### src/rtl/store_commit_buffer.sv
// Post-commit store queue: formats retired stores into word/lane/mask entries,
// drains them in order to the data cache, and offers a same-cycle load lookup.
module store_commit_buffer #(
  parameter int DEPTH  = 4,
  parameter int ADDR_W = 32,
  parameter int DATA_W = 32
) (
  input  logic                     clk,
  input  logic                     rst,
  input  logic                     in_valid,
  input  logic [ADDR_W-1:0]        in_addr,
  input  logic [DATA_W-1:0]        in_data,
  input  logic [2:0]               in_type,
  output logic                     in_ready,
  output logic                     mem_req,
  output logic [ADDR_W-1:0]        mem_addr,
  output logic [DATA_W-1:0]        mem_data,
  output logic [3:0]               mem_mask,
  input  logic                     mem_ack,
  input  logic [ADDR_W-1:0]        ld_addr,
  output logic                     ld_hit,
  output logic [DATA_W-1:0]        ld_data,
  output logic                     ld_conflict,
  output logic                     empty,
  output logic [$clog2(DEPTH):0]   count
);

  localparam int PW = $clog2(DEPTH);
  localparam int CW = PW + 1;
  localparam int WW = ADDR_W - 2;

  typedef enum logic [0:0] {
    S_IDLE = 1'b0,
    S_REQ  = 1'b1
  } state_t;

  state_t            state_q;
  logic [PW-1:0]     head_q, head_d;
  logic [PW-1:0]     tail_q, tail_d;
  logic [CW-1:0]     count_q, count_d;
  logic [DEPTH-1:0]  valid_q, valid_d;
  logic [WW-1:0]     waddr_q [DEPTH];
  logic [DATA_W-1:0] data_q  [DEPTH];
  logic [3:0]        mask_q  [DEPTH];

  logic              enq_s;
  logic              pop_s;
  logic [3:0]        new_mask_s;
  logic [DATA_W-1:0] new_data_s;

  function automatic logic [3:0] form_mask(input logic [2:0] t, input logic [1:0] b);
    logic [3:0] m;
    case (t)
      3'b000:  m = 4'b0001 << b;
      3'b001:  m = b[1] ? 4'b1100 : 4'b0011;
      default: m = 4'b1111;
    endcase
    return m;
  endfunction

  function automatic logic [DATA_W-1:0] form_data(input logic [2:0] t, input logic [1:0] b,
                                                  input logic [DATA_W-1:0] d);
    logic [DATA_W-1:0] r;
    case (t)
      3'b000:  r = {{(DATA_W-8){1'b0}}, d[7:0]} << {b, 3'b000};
      3'b001:  r = {{(DATA_W-16){1'b0}}, d[15:0]} << {b[1], 4'b0000};
      default: r = d;
    endcase
    return r;
  endfunction

  assign in_ready = (count_q < CW'(DEPTH));
  assign mem_req  = (state_q == S_REQ);
  assign mem_addr = {waddr_q[head_q], 2'b00};
  assign mem_data = data_q[head_q];
  assign mem_mask = mask_q[head_q];
  assign empty    = (count_q == {CW{1'b0}});
  assign count    = count_q;

  // Handshake qualification, pointer/count/valid next state.
  always_comb begin
    enq_s      = in_valid && in_ready;
    pop_s      = (state_q == S_REQ) && mem_ack;
    new_mask_s = form_mask(in_type, in_addr[1:0]);
    new_data_s = form_data(in_type, in_addr[1:0], in_data);
    head_d     = pop_s ? head_q + {{(PW-1){1'b0}}, 1'b1} : head_q;
    tail_d     = enq_s ? tail_q + {{(PW-1){1'b0}}, 1'b1} : tail_q;
    count_d    = count_q + CW'(enq_s) - CW'(pop_s);
    valid_d    = valid_q;
    if (pop_s) begin
      valid_d[head_q] = 1'b0;
    end else begin
      valid_d = valid_d;
    end
    if (enq_s) begin
      valid_d[tail_q] = 1'b1;
    end else begin
      valid_d = valid_d;
    end
  end

  // Queue control and drain FSM.
  always_ff @(posedge clk) begin
    if (rst) begin
      state_q <= S_IDLE;
      head_q  <= '0;
      tail_q  <= '0;
      count_q <= '0;
      valid_q <= '0;
    end else begin
      head_q  <= head_d;
      tail_q  <= tail_d;
      count_q <= count_d;
      valid_q <= valid_d;
      case (state_q)
        S_IDLE:  state_q <= (count_q != {CW{1'b0}}) ? S_REQ : S_IDLE;
        S_REQ:   state_q <= (pop_s && count_d == {CW{1'b0}}) ? S_IDLE : S_REQ;
        default: state_q <= S_IDLE;
      endcase
    end
  end

  // Entry payload storage; contents are meaningless unless the valid bit is set.
  always_ff @(posedge clk) begin
    if (enq_s && !rst) begin
      waddr_q[tail_q] <= in_addr[ADDR_W-1:2];
      data_q[tail_q]  <= new_data_s;
      mask_q[tail_q]  <= new_mask_s;
    end
  end

  // Walk entries oldest to youngest so the youngest match wins.
  always_comb begin
    logic [PW-1:0] idx;
    logic          match;
    ld_hit      = 1'b0;
    ld_conflict = 1'b0;
    ld_data     = '0;
    idx         = '0;
    match       = 1'b0;
    for (int i = 0; i < DEPTH; i++) begin
      idx   = head_q + PW'(i);
      match = valid_q[idx] && (waddr_q[idx] == ld_addr[ADDR_W-1:2]);
      if (match) begin
        ld_hit      = (mask_q[idx] == 4'b1111);
        ld_conflict = (mask_q[idx] != 4'b1111);
        ld_data     = (mask_q[idx] == 4'b1111) ? data_q[idx] : '0;
      end else begin
        ld_hit      = ld_hit;
        ld_conflict = ld_conflict;
        ld_data     = ld_data;
      end
    end
  end

endmodule

### config.mk
export PLATFORM = sky130hd
export DESIGN_NAME = store_commit_buffer
export DESIGN_NICKNAME = d
export VERILOG_FILES = /design/src/rtl/store_commit_buffer.sv
export SDC_FILE = /design/constraint.sdc
export NUM_CORES = 1
export LEC_CHECK = 0
export ABC_AREA = 1
export ABC_CLOCK_PERIOD_IN_PS = 14550
export CAP_MARGIN = 20
export CELL_PAD_IN_SITES_DETAIL_PLACEMENT = 2
export CELL_PAD_IN_SITES_GLOBAL_PLACEMENT = 2
export CORE_AREA = 5 5 184 320
export CTS_BUF_LIST = sky130_fd_sc_hd__clkbuf_8
export CTS_CLUSTER_SIZE = 8
export DETAILED_ROUTE_END_ITERATION = 8
export DIE_AREA = 0 0 189 325
export PLACE_DENSITY_LB_ADDON = 0.1
export SYNTH_ARGS = -nofsm -noshare
export SYNTH_HDL_FRONTEND = slang
export SYNTH_SLANG_ARGS = --single-unit
### constraint.sdc
create_clock -name clk -period 14.55 [get_ports clk]
set_clock_uncertainty 0.15 [all_clocks]
set_input_delay 2.91 -clock clk [delete_from_list [all_inputs] [get_ports clk]]
set_output_delay 2.91 -clock clk [all_outputs]
set_load 0.005 [all_outputs]
# Yosys cells after proc, flatten, opt, wreduce, memory -nomap -nowiden
# Memories as Yosys holds them, arrays and structs flattened. A register that Yosys moved wholly into a read port is not among the register bits.
# Cells that the tools add are included.
# W data, S select, Z words.
[classes]
reduce_logical = 15
bitwise_logic = 4
n_shift = 3
add_sub_neg = 6
eq_ne = 13
n_lt_le_gt_ge = 8
mux = 44
[op_table]
columns = ["cell", "count"]
rows = [
  ["$mux W32", 8],
  ["$eq A30 B30 Y1", 4],
  ["$pmux W32 S2", 1],
  ["$shl A16 B5 Y32", 1],
  ["$shl A8 B5 Y32", 1],
  ["$mux W1", 18],
  ["$eq A4 B4 Y1 const B", 4],
  ["$ne A4 B4 Y1 const B", 4],
  ["$lt A2 B3 Y1 const B", 5],
  ["$mux W2", 6],
  ["$mux W4", 3],
  ["$logic_and A1 B1 Y1", 10],
  ["$logic_not A3 Y1", 3],
  ["$bmux W1 S2", 4],
  ["$pmux W4 S2", 1],
  ["$add A2 B1 Y2 const B", 2],
  ["$add A2 B2 Y2 const B", 2],
  ["$and A4 B4 Y4", 1],
  ["$demux W1 S2", 2],
  ["$ge A2 B1 Y1 const B", 2],
  ["$not A4 Y4", 1],
  ["$or A4 B4 Y4", 1],
  ["$shl A1 B2 Y4 const A", 1],
  ["$add A3 B1 Y3", 1],
  ["7 further kinds", 7],
]
[word_totals]
input_bits = 103
memories = 3
register_bits = 12
word_cells = 101
ramBits = 264
output_inout_bits = 108
[memory_table]
columns = ["memory", "words", "word_bits", "rd", "rd_clocked_by_memory_dff", "wr", "line_no", "rtl"]
rows = [
  ["data_q", 4, 32, 4, 1, 1, "43", "logic [DATA_W-1:0] data_q [DEPTH];"],
  ["waddr_q", 4, 30, 4, 1, 1, "42", "logic [WW-1:0] waddr_q [DEPTH];"],
  ["mask_q", 4, 4, 4, 1, 1, "44", "logic [3:0] mask_q [DEPTH];"],
]

# Depth between registers and ports, before layout
[logic_depth]
depth_word = 9
ltp_mapped = 29
depth_no_buf = 19

# Worst setup path after synthesis
# Ideal clock, no wire load.
[synth_timing]
path_kind = "in2out"
from = "input port ld_addr[16]"
to = "output port ld_data[10]"
required_time_ns = 11.490
stages = 10
t_arrival_ns = 4.153
slack_ns = 7.337
n_path_buf = 1
path_cell_list = "inv_1 -> xor2_1 -> nor4_1 -> nand2_1 -> nor2_1 -> nand3_1 -> inv_2 -> clkbuf_1 -> nand2_1 -> nand2_1"
[synth_between]
elab_chain_len = 6
elab_cells_between_ends = 12
cone_classes = "eq/ne: 4; mux: 4; reduce/logical: 4"
[synth_lines]
columns = ["element", "line_no", "rtl"]
rows = [
  ["start, declared", "20", "input logic [ADDR_W-1:0] ld_addr,"],
  ["$eq A30 B30 Y1", "143", "match = valid_q[idx] && (waddr_q[idx] == ld_addr[ADDR_W-1:2]);"],
  ["$logic_and A1 B1 Y1", "143", ""],
  ["$mux W32 (3 in series)", "144", "if (match) begin"],
  ["$mux W32 *", "144", ""],
  ["end, declared", "22", "output logic [DATA_W-1:0] ld_data,"],
]
# Every way passes the cells marked *; elsewhere a longest branch is shown, timed or not.

# Final worst setup path
[layout_timing]
from = "register head_q[0]"
to = "output port ld_conflict"
[layout_between]
elab_chain_len = 7
elab_cells_between_ends = 27
cone_classes = "add/sub: 3; eq/ne: 6; mux: 12; reduce/logical: 4; memory: 2"
[layout_lines]
columns = ["element", "line_no", "rtl"]
rows = [
  ["start, declared", "38", "logic [PW-1:0] head_q, head_d;"],
  ["start signal, assigned", "106", "head_q <= '0;"],
  ["start signal, assigned", "111", "head_q <= head_d;"],
  ["$add A2 B1 Y2 or $bmux W1 S2 (tied branches)", "142, 143", ""],
  ["$mem_v2 Z4 W30 (tied with other cells)", "-", ""],
  ["$eq A30 B30 Y1 (tied with other cells)", "143", ""],
  ["$logic_and A1 B1 Y1 or $mux W1 (tied branches)", "143, 144", ""],
  ["$mux W1 (2 in series)", "144", ""],
  ["$mux W1 *", "144", ""],
  ["end, declared", "23", "output logic ld_conflict,"],
]
# Every way passes the cells marked *; elsewhere a longest branch is shown, timed or not. The select of a mux whose other input is x is not followed.

==> run metrics <==
slowest cell on the critical path dfxtp_4; worst hold slack 0.3770 ns; Synthesis Warnings 0; FF/Latch Area 8217 µm²; CP max stage delay 0.81 ns; FP Rows 115; synth top area cells edfxtp_1 (40%), nand2_1 (23%), nand3_1 (9.3%); cell taking the most area after synthesis edfxtp_1; Post-synth EDFFs 264; status finished, final reports clean; max cap viols 0; first-pass GRT wire length 142100 µm; most frequent cells in the layout nand2_1 (1203), nand3_1 (372), inv_1 (311); vias per cell 5.684; Synth-to-Final Area Change 16.12%; layout net count 3150; RSZ-0062 raised after global routing no; largest net degree at the start of global routing 84; initial antenna violation count 4; commonest non-fill, non-tap cell in the layout nand2_1; drt drc 0; Die W 189 µm; CTS Sinks 278; post-route ant nets 0; Peak Freq 94.42 MHz; post-synthesis area per instance 6.817 µm²; share of cells above drive strength 1 0.03805; synthesized cell area 19950 µm²; Vert. Die Dim 325 µm; worst-path cell chain inv_6 -> ha_4 -> inv_4 -> buf_4 -> nand3_1 -> nand3_1 -> nand2_1 -> nor2_1 -> nand2_1 -> nor2_1 -> nand2_1 -> nor2_4 -> buf_4 -> inv_2 -> nand2_1 -> nand2_1 -> nand2_1 -> nand2_1 -> a21oi_1 -> clkdlybuf4s50_1; Crit Path Category flip-flop to output port; core footprint 55970 µm²; Total Routing Usage GR 0.3002; Final Setup Violations 0; vias after detailed routing 21480; die area 61430 µm²; final core utilization 0.4138; register area share after synthesis 0.4115; Hold Crit Class flip-flop to flip-flop; CTS max path bufs 3; clock latency on the worst-skew pair 0.64 ns; vias in the first global route 23980; Worst Tran Pin Value 1.081 ns; num ports 211; final WL 95350 µm; total chip power 3226 µW; FF+latch count, synth 278; CTS resizes 0; setup_tns 0 ns; critical-path maximum fanout 70; FF-to-FF setup slack 10.73 ns; # hold bufs at CTS 0; Starting Density 0.3563; Synth cell types 41; clk slew on worst S/H paths 0.07 ns; Synth Instances 2926; leakage power 0.01034 µW; H-tree depth 2; # fillers 6736; WHS Path Cells 1; final cycle utilization of the critical path 0.7279; FF-to-FF Start head_q[0]; Crit path arrival time 7.53 ns; WL per Instance 25.23 µm; HP Start valid_q[0]; Port Buffers 206; post-CTS setup buffers 0; Slew Limit Fails 0; routability cong. 0.9013; most used cell along the critical path nand2_1; FF-to-FF End head_q[1]; crit start category flip-flop; HPWL after DPL 64810 µm; final hold vios 0; grt total ovfl 0; root buffer cell clkbuf_8; worst reg2reg path depth 5; Max IR drop VDD 0.07004 mV; TritonCTS Buffers 49; drt initial violations 1054; 1st-pass router iterations 5; fin crit period 10.59 ns; Top FF cell, synth edfxtp_1; multi-input logic area 9687 µm²; Synth top area share 0.3975; crit end category output port; WP data required 11.49 ns; max_slew headroom 0.2779; CTS tree built; hold endpoint valid_q[0]; ys async rst share 0; power per cell area 139.3 nW/µm²
-- power breakdown --
part,switching (µW),internal (µW)
combinational,1030,463
sequential,62.4,931
clock,364,380
-- synthesized netlist by cell type, drive strengths merged, types with 12 or more instances --
cell type	instances
buf	116
nand2	1203
o21ai	242
o22ai	18
edfxtp	264
dfxtp	14
nand3	373
nor2	111
nand4	12
a32oi	32
inv	307
a21oi	112
clkbuf	57
xor2	16
-- registers in the layout, summed over array words and instances, names as in the netlist, named ones only --
register and flops:
count 3, data_q 128, head_q 2, mask_q 16
mem_req 1, tail_q 2, valid_q 4, waddr_q 120
-- worst max-delay path: cells and delay by family (launching register included) --
| family | cells | cell delay, ns |
|---|---|---|
| AOI/OAI and AO/OA | 1 | 0.29 |
| and+or+nand+nor | 12 | 1.58 |
| adders and majority gates | 1 | 0.61 |
| buffers and inverters | 6 | 3.25 |
| DFF | 1 | 0.81 |
-- layout make-up --
cell class                      count  area share
Antenna cell                        2   0.0002161
Tap cell                          702     0.03793
Multi-Input combinational cell   2167      0.4183
Clock buffer                       55     0.03269
Timing Repair Buffer              231     0.09714
Clock inverter                     35    0.008428
Inverter                          309     0.05057
Sequential cell                   278      0.3548
-- cell families after synthesis --
| kind of cell | synth area share |
|---|---|
| AOI/OAI and AO/OA | 0.1169 |
| muxes | 0.001004 |
| buffers and inverters | 0.1058 |
| other | 0.0001880 |
| and+or+nand+nor | 0.3499 |
| adders and majority gates | 0.007277 |
| xor gates and xnor gates | 0.007465 |
| DFF | 0.4115 |
-- per-layer routing --
| layer | vias up | track usage | wire length, µm | part of all wire |
|---|---|---|---|---|
| met1 | 10880 | 0.3136 | 34950 | 0.37 |
| met5 | - | 0 | 34 | 0.00036 |
| li1 | 9786 | - | - | - |
| met3 | 238 | 0.03618 | 3556 | 0.037 |
| met2 | 569 | 0.5733 | 50640 | 0.53 |
| met4 | 4 | 0.1652 | 6172 | 0.065 |
-- worst max path at each step --
| stage | startpoint | end | cells past startpoint |
|---|---|---|---|
| 6_report | head_q[0] | ld_conflict | 20 |
| 5_1_grt | head_q[0] | ld_conflict | 20 |
| 4_1_cts | head_q[0] | ld_conflict | 20 |
| 3_5_place_dp | head_q[0] | ld_data[30] | 20 |
| 3_3_place_gp | ld_addr[19] | ld_conflict | 17 |
| 2_1_floorplan | ld_addr[16] | ld_data[10] | 10 |
-- metrics by stage --
stage | instance area [µm²] | instances | setup slack, ns
after detailed placement | 22200 | 3687 | 4.749
after CTS | 23150 | 3777 | 3.972
after global placement | 22200 | 3687 | 4.783
final | 23160 | 3779 | 3.959
after global routing | 23160 | 3779 | 3.584
after floorplan | 19950 | 2927 | 7.337
(Power assumes the default switching activity.)
